==> src/rtl/fsm_input_conditioner_pkg.sv <==
// Shared types and constants for the step/direction input conditioner
// that feeds the 3-bit up/down sequence counter.
package fsm_input_conditioner_pkg;

    typedef enum logic [1:0] {
        ST_IDLE   = 2'd0,
        ST_HOLD   = 2'd1,
        ST_REPEAT = 2'd2
    } state_e;

    localparam state_e STATE_RST  = ST_IDLE;
    localparam logic   PULSE_RST  = 1'b0;
    localparam logic   UP_RST     = 1'b0;
    localparam logic   REPEAT_RST = 1'b0;
    localparam logic   LEVEL_RST  = 1'b0;

    // Width needed to hold values 0..v-1, never narrower than one bit.
    function automatic int unsigned clog2_min1(input int unsigned v);
        return (v <= 32'd1) ? 32'd1 : $clog2(v);
    endfunction

    // One timer serves both HOLD and REPEAT, so it is sized for the longer interval.
    function automatic int unsigned timer_width(input int unsigned hold_cycles,
                                                input int unsigned repeat_cycles);
        return clog2_min1((hold_cycles > repeat_cycles) ? hold_cycles : repeat_cycles);
    endfunction

endpackage

==> src/rtl/fsm_input_conditioner_if.sv <==
// Raw button/switch inputs and conditioned outputs of the input conditioner.
interface fsm_input_conditioner_if;

    logic btn_step_raw;
    logic sw_up_raw;
    logic step_pulse;
    logic up;
    logic repeat_active;

    modport master (
        output btn_step_raw,
        output sw_up_raw,
        input  step_pulse,
        input  up,
        input  repeat_active
    );

    modport slave (
        input  btn_step_raw,
        input  sw_up_raw,
        output step_pulse,
        output up,
        output repeat_active
    );

endinterface

==> src/rtl/fsm_input_conditioner_debounce_filter.sv <==
// Synchroniser chain followed by a stable-count debouncer for one raw input.
import fsm_input_conditioner_pkg::*;

module debounce_filter #(
    parameter int unsigned SYNC_STAGES     = 2,
    parameter int unsigned DEBOUNCE_CYCLES = 16
) (
    input  logic clk,
    input  logic rst,
    input  logic raw_i,
    output logic level_o
);

    localparam int unsigned        CNT_W   = clog2_min1(DEBOUNCE_CYCLES + 1);
    localparam logic [CNT_W-1:0]   CNT_MAX = CNT_W'(DEBOUNCE_CYCLES);
    localparam logic [CNT_W-1:0]   CNT_ONE = CNT_W'(1);

    logic [SYNC_STAGES-1:0] sync_q;
    logic                   synced_s;
    logic                   level_q;
    logic                   level_d;
    logic [CNT_W-1:0]       cnt_q;
    logic [CNT_W-1:0]       cnt_d;

    assign synced_s = sync_q[SYNC_STAGES-1];
    assign level_o  = level_q;

    // Synchroniser shift chain; only its last stage is used downstream.
    always_ff @(posedge clk or posedge rst) begin
        if (rst) begin
            sync_q <= '0;
        end else begin
            sync_q <= {sync_q[SYNC_STAGES-2:0], raw_i};
        end
    end

    // Level flips only after the synced value has disagreed for DEBOUNCE_CYCLES+1 checks.
    always_comb begin
        cnt_d   = cnt_q;
        level_d = level_q;
        if (synced_s == level_q) begin
            cnt_d = '0;
        end else if (cnt_q >= CNT_MAX) begin
            level_d = ~level_q;
            cnt_d   = '0;
        end else begin
            cnt_d = cnt_q + CNT_ONE;
        end
    end

    // Debounce counter and filtered level.
    always_ff @(posedge clk or posedge rst) begin
        if (rst) begin
            cnt_q   <= '0;
            level_q <= LEVEL_RST;
        end else begin
            cnt_q   <= cnt_d;
            level_q <= level_d;
        end
    end

endmodule

==> src/rtl/fsm_input_conditioner.sv <==
// Front end of the up/down counter: debounced step button becomes a one-cycle
// step pulse with hold-to-auto-repeat; debounced switch becomes the direction level.
import fsm_input_conditioner_pkg::*;

module fsm_input_conditioner #(
    parameter int unsigned SYNC_STAGES     = 2,
    parameter int unsigned DEBOUNCE_CYCLES = 16,
    parameter int unsigned HOLD_CYCLES     = 64,
    parameter int unsigned REPEAT_CYCLES   = 16,
    parameter bit          REPEAT_EN       = 1'b1
) (
    input  logic                     clk,
    input  logic                     rst,
    fsm_input_conditioner_if.slave   io
);

    localparam int unsigned        TIMER_W     = timer_width(HOLD_CYCLES, REPEAT_CYCLES);
    localparam logic [TIMER_W-1:0] HOLD_LAST   = TIMER_W'(HOLD_CYCLES - 1);
    localparam logic [TIMER_W-1:0] REPEAT_LAST = TIMER_W'(REPEAT_CYCLES - 1);
    localparam logic [TIMER_W-1:0] TIMER_ONE   = TIMER_W'(1);

    logic               step_lvl_s;
    logic               dir_lvl_s;
    state_e             state_q;
    state_e             state_d;
    logic [TIMER_W-1:0] timer_q;
    logic [TIMER_W-1:0] timer_d;
    logic               pulse_s;
    logic               step_pulse_q;
    logic               up_q;
    logic               repeat_active_q;

    debounce_filter #(
        .SYNC_STAGES     (SYNC_STAGES),
        .DEBOUNCE_CYCLES (DEBOUNCE_CYCLES)
    ) u_step_filter (
        .clk     (clk),
        .rst     (rst),
        .raw_i   (io.btn_step_raw),
        .level_o (step_lvl_s)
    );

    debounce_filter #(
        .SYNC_STAGES     (SYNC_STAGES),
        .DEBOUNCE_CYCLES (DEBOUNCE_CYCLES)
    ) u_dir_filter (
        .clk     (clk),
        .rst     (rst),
        .raw_i   (io.sw_up_raw),
        .level_o (dir_lvl_s)
    );

    // FSM state and shared HOLD/REPEAT timer.
    always_ff @(posedge clk or posedge rst) begin
        if (rst) begin
            state_q <= STATE_RST;
            timer_q <= '0;
        end else begin
            state_q <= state_d;
            timer_q <= timer_d;
        end
    end

    // Next state; release is checked first so it beats a same-cycle timer expiry.
    always_comb begin
        state_d = state_q;
        timer_d = timer_q;
        case (state_q)
            ST_IDLE: begin
                timer_d = '0;
                if (step_lvl_s) begin
                    state_d = ST_HOLD;
                end else begin
                    state_d = ST_IDLE;
                end
            end
            ST_HOLD: begin
                if (!step_lvl_s) begin
                    state_d = ST_IDLE;
                    timer_d = '0;
                end else if (REPEAT_EN == 1'b0) begin
                    timer_d = timer_q;
                end else if (timer_q >= HOLD_LAST) begin
                    state_d = ST_REPEAT;
                    timer_d = '0;
                end else begin
                    timer_d = timer_q + TIMER_ONE;
                end
            end
            ST_REPEAT: begin
                if (!step_lvl_s) begin
                    state_d = ST_IDLE;
                    timer_d = '0;
                end else if (timer_q >= REPEAT_LAST) begin
                    timer_d = '0;
                end else begin
                    timer_d = timer_q + TIMER_ONE;
                end
            end
            default: begin
                state_d = ST_IDLE;
                timer_d = '0;
            end
        endcase
    end

    // Pulse request; the previous-pulse mask keeps strobes from ever abutting.
    always_comb begin
        pulse_s = 1'b0;
        case (state_q)
            ST_IDLE:   pulse_s = step_lvl_s;
            ST_HOLD:   pulse_s = step_lvl_s && REPEAT_EN && (timer_q >= HOLD_LAST);
            ST_REPEAT: pulse_s = step_lvl_s && (timer_q >= REPEAT_LAST);
            default:   pulse_s = 1'b0;
        endcase
        if (step_pulse_q) begin
            pulse_s = 1'b0;
        end else begin
            pulse_s = pulse_s;
        end
    end

    // Output registers; direction is frozen across the pulse cycle so the counter sees the old value.
    always_ff @(posedge clk or posedge rst) begin
        if (rst) begin
            step_pulse_q    <= PULSE_RST;
            up_q            <= UP_RST;
            repeat_active_q <= REPEAT_RST;
        end else begin
            step_pulse_q    <= pulse_s;
            repeat_active_q <= (state_d == ST_REPEAT);
            if (pulse_s) begin
                up_q <= up_q;
            end else begin
                up_q <= dir_lvl_s;
            end
        end
    end

    assign io.step_pulse    = step_pulse_q;
    assign io.up            = up_q;
    assign io.repeat_active = repeat_active_q;

endmodule
==> src/flat_wrapper.sv <==
// flat-port wrapper written by rule: the top's interface ports become plain ports
module fsm_input_conditioner_flat 
#(
    parameter int unsigned SYNC_STAGES     = 2,
    parameter int unsigned DEBOUNCE_CYCLES = 16,
    parameter int unsigned HOLD_CYCLES     = 64,
    parameter int unsigned REPEAT_CYCLES   = 16,
    parameter bit          REPEAT_EN       = 1'b1
)
  (clk, rst, io_btn_step_raw, io_sw_up_raw, io_step_pulse, io_up, io_repeat_active);
  fsm_input_conditioner_if io_i ();
  input  logic clk;
  input  logic rst;
  input wire logic [$bits(io_i.btn_step_raw)-1:0] io_btn_step_raw;
  input wire logic [$bits(io_i.sw_up_raw)-1:0] io_sw_up_raw;
  output wire logic [$bits(io_i.step_pulse)-1:0] io_step_pulse;
  output wire logic [$bits(io_i.up)-1:0] io_up;
  output wire logic [$bits(io_i.repeat_active)-1:0] io_repeat_active;
  assign io_i.btn_step_raw = io_btn_step_raw;
  assign io_i.sw_up_raw = io_sw_up_raw;
  assign io_step_pulse = io_i.step_pulse;
  assign io_up = io_i.up;
  assign io_repeat_active = io_i.repeat_active;
  fsm_input_conditioner #(.SYNC_STAGES(SYNC_STAGES), .DEBOUNCE_CYCLES(DEBOUNCE_CYCLES), .HOLD_CYCLES(HOLD_CYCLES), .REPEAT_CYCLES(REPEAT_CYCLES), .REPEAT_EN(REPEAT_EN)) u_core (.clk(clk), .rst(rst), .io(io_i));
endmodule
==> config.mk <==
export PLATFORM = sky130hd
export DESIGN_NAME = fsm_input_conditioner_flat
export DESIGN_NICKNAME = d
export VERILOG_FILES = /design/src/rtl/fsm_input_conditioner_pkg.sv /design/src/rtl/fsm_input_conditioner_if.sv /design/src/rtl/fsm_input_conditioner_debounce_filter.sv /design/src/rtl/fsm_input_conditioner.sv /design/src/flat_wrapper.sv
export SDC_FILE = /design/constraint.sdc
export NUM_CORES = 1
export LEC_CHECK = 0
export BUFFER_PORTS_ARGS = -buffer_cell sky130_fd_sc_hd__buf_2
export CORE_MARGIN = 5
export CORE_UTILIZATION = 60
export CTS_BUF_LIST = sky130_fd_sc_hd__clkbuf_16
export DETAILED_ROUTE_END_ITERATION = 6
export HOLD_SLACK_MARGIN = 0.12
export PLACE_DENSITY = 0.79
export RECOVER_POWER = 25
export SLEW_MARGIN = 20
export SYNTH_ARGS = -nofsm -noshare
export SYNTH_HDL_FRONTEND = slang
export SYNTH_SLANG_ARGS = --single-unit
==> constraint.sdc <==
create_clock -name clk -period 3.2 [get_ports clk]
set_clock_uncertainty 0.1 [all_clocks]
set_input_delay 0.48 -clock clk [delete_from_list [all_inputs] [get_ports clk]]
set_output_delay 0.48 -clock clk [all_outputs]
set_load 0.005 [all_outputs]
==> impl_metrics.toml <==
[worst_setup_path]
worstPathArrival_ns = 1.82
slowest_stage = "dfrtp_1"
critPathKind = "reg -> reg"
crit_path_end_kind = "register"
reg2reg_from = "u_core.state_q[0]"
crit_path_start_kind = "register"
crit_chain = "ha_1 > nand2b_2 > nor4b_2 > a32o_2 > mux2_4"
worstPathMaxFanout = 4
worst_r2r_endpoint = "u_core.io.up"
cp_num_buf_inv = 0
reg2reg_setup_slack_ns = 1.42
required_ns = 3.24
crit_family = "simple AND/OR/NAND/NOR gates"
critical-path-max-stage-delay_ns = 0.41
r2r_cells = 5

[clock_tree]
clkSlewWorstSetupHoldPaths_ns = 0.06
cts_buffers = 3
cts_tree = "done"
clock-sinks = 27
postCtsSetupRepairBufs = 0
htreeDepth = 1
cts_buffer_depth = 2
insertion_delay_ns = 0.25
post_cts_resized = 0
cts_root_buf = "clkbuf_16"
ctsHoldBuffers = 0

[sta]
worst_hold_slack_ns = 0.206
rsz0062_at_grt = "no"
layout_setup_ws_ns = 1.42
fmax_mhz = 562
setup_tns_ns = 0
slew_viol_final = 0
setup_violations = 0
fin_crit_sh_pct = 55.6
slew_headroom_pct = 38.9
hold_viol = 0
period_needed_ns = 1.78
worst_pin_slew_ns = 0.911

[power_and_ir_drop]
p_switching_uw = 128
clockPowerShare_pct = 41.9
intPower_uw = 527
power_uw = 655
sw_frac_of_total_pct = 19.6
power.density_nw_per_um2 = 485
p_leak_nw = 0.647
pwr-share-seq_pct = 54.5
ir_drop_mv = 0.410
comb_power_share_pct = 3.6

[global_route]
grt_pass1_wl_mm = 3.28
grt_max_degree = 28
grt.overflow.total = 0
grt.total_usage_pct = 15.4
grt_antenna_before_repair = 0
grt_pass1_vias = 789

[place]
dp_cells = 140
routabilityCongestion = 0.794
pre_cts_ws_ns = 1.42
dp_hpwl_mm = 1.32
io_buffers = 6
dpl_cell_area_um2 = 1270

[yosys]
yosysWarnings = 0
syn-instance-count = 107
synth_top_area_share_pct = 56.0
synth-seq-cells = 27
synth.avg_cell_area_um2 = 11.3
synth_cell_types = 25
synth.largest_area_cell = "dfrtp_1"
yosysSeqAreaShare_pct = 56.0
syn_nets = 120
mappedNetlistArea_um2 = 1210
netlist_top_cells_area = "dfrtp_1 56%, ha_1 9.3%, nor2_1 5.3%"

[finish]
layout.nets = 131
post-route-util_pct = 69.6
mostFrequentLayoutCells = "27 x dfrtp_1, 17 x nor2_1, 11 x inv_1"
layout_commonest_cell = "dfrtp_1"
drive_above_1_share_pct = 14.5
final_area_um2 = 1350
areaGrowthSynthToFinish_pct = 11.9
antenna_cells = 0
instances_no_fill = 144

[routing]
ant_nets = 0
wl_per_cell_um = 12.3
vias = 725
drtPass1Iterations = 4
drc_errors = 0
viasPerCell = 5.03
routed_wl_mm = 1.78
drtIter0Drc = 2

[die]
die_area_um2 = 3010
die_h_um = 54.9
io-pin-count = 7
die-width_um = 54.9
core_area_um2 = 1940
placementRows = 16
start_util_pct = 62.2

[outcome]
status = "finished, final reports clean"

[worst_hold_path]
hp-class = "in -> async"

[flow_run]
drv_cap = 0
[state kept, by name, indices dropped and copies added (netlist names)]
register,flops
u_core.timer_q,6
u_core.io.repeat_active,1
u_core.u_step_filter.cnt_q,5
u_core.u_step_filter.sync_q,2
u_core.state_q,2
u_core.u_step_filter.level_o,1
u_core.io.step_pulse,1
u_core.u_dir_filter.cnt_q,5
u_core.u_dir_filter.level_o,1
u_core.u_dir_filter.sync_q,2
u_core.io.up,1
[cell usage after synthesis]
master and count:
mux2_1 2, nand2b_1 2, nor3_1 3, a211oi_1 1, xnor2_1 4, mux2_4 1, a21oi_2 1, a21oi_1 2
o21ai_1 2, nor4b_2 1, nand2_1 3, xor2_1 6, nor2_1 17, dfrtp_1 27, nand2b_2 1, nand3_2 1
and3_1 1, nor2b_1 1, nor4_1 1, a32o_2 1, inv_1 12, nand3_1 6, ha_1 9, a21o_1 1
o21ai_2 1
[power by group through the flow]
stage          logic [mW]  registers [mW]  clock network [mW]
6_report           0.0235           0.357               0.275
5_1_grt            0.0290           0.358               0.294
4_1_cts            0.0244           0.357               0.279
3_5_place_dp       0.0243           0.363                   0
3_3_place_gp       0.0228           0.363                   0
2_1_floorplan      0.0185           0.362                   0
[cells by family (layout without fill, tap and decap cells)]
kind of cell               Yosys count  after routing  share of synthesized area [%]
AOI/OAI and AO/OA                    9              9                           5.29
xor gates and xnor gates            10             10                           7.25
adders and majority gates            9              9                           9.33
buffers and inverters               12             22                           3.73
DFF                                 27             27                           56.0
muxes                                3              3                           3.11
and+or+nand+nor                     37             37                           15.3
[metal layers]
metal	vias up	GRT usage, %	share of wire [%]
li1	363	-	-
met2	5	26.6	52
met5	-	0	0
met4	0	3.73	0.39
met1	355	19.4	45
met3	2	3.27	2.6
[area by class of cell]
type	instances	area [um2]
clock buffer	3	75.1
clock inverter	1	5.00
fill	149	591
inverter	12	45.0
multi-input combinational	68	487
sequential	27	676
tap	27	33.8
timing repair buffer	6	30.0
[worst max path at each step]
stage,end,startpoint,cells after the start,slack (ns)
2_1_floorplan,u_core.io.up,u_core.state_q[0],5,1.51
3_3_place_gp,u_core.io.up,u_core.state_q[0],5,1.49
3_5_place_dp,u_core.io.up,u_core.state_q[0],5,1.42
4_1_cts,u_core.io.up,u_core.state_q[0],5,1.42
5_1_grt,u_core.io.up,u_core.state_q[1],5,1.34
6_report,u_core.io.up,u_core.state_q[0],5,1.42
Note: power is estimated with default switching activity, not from simulation.
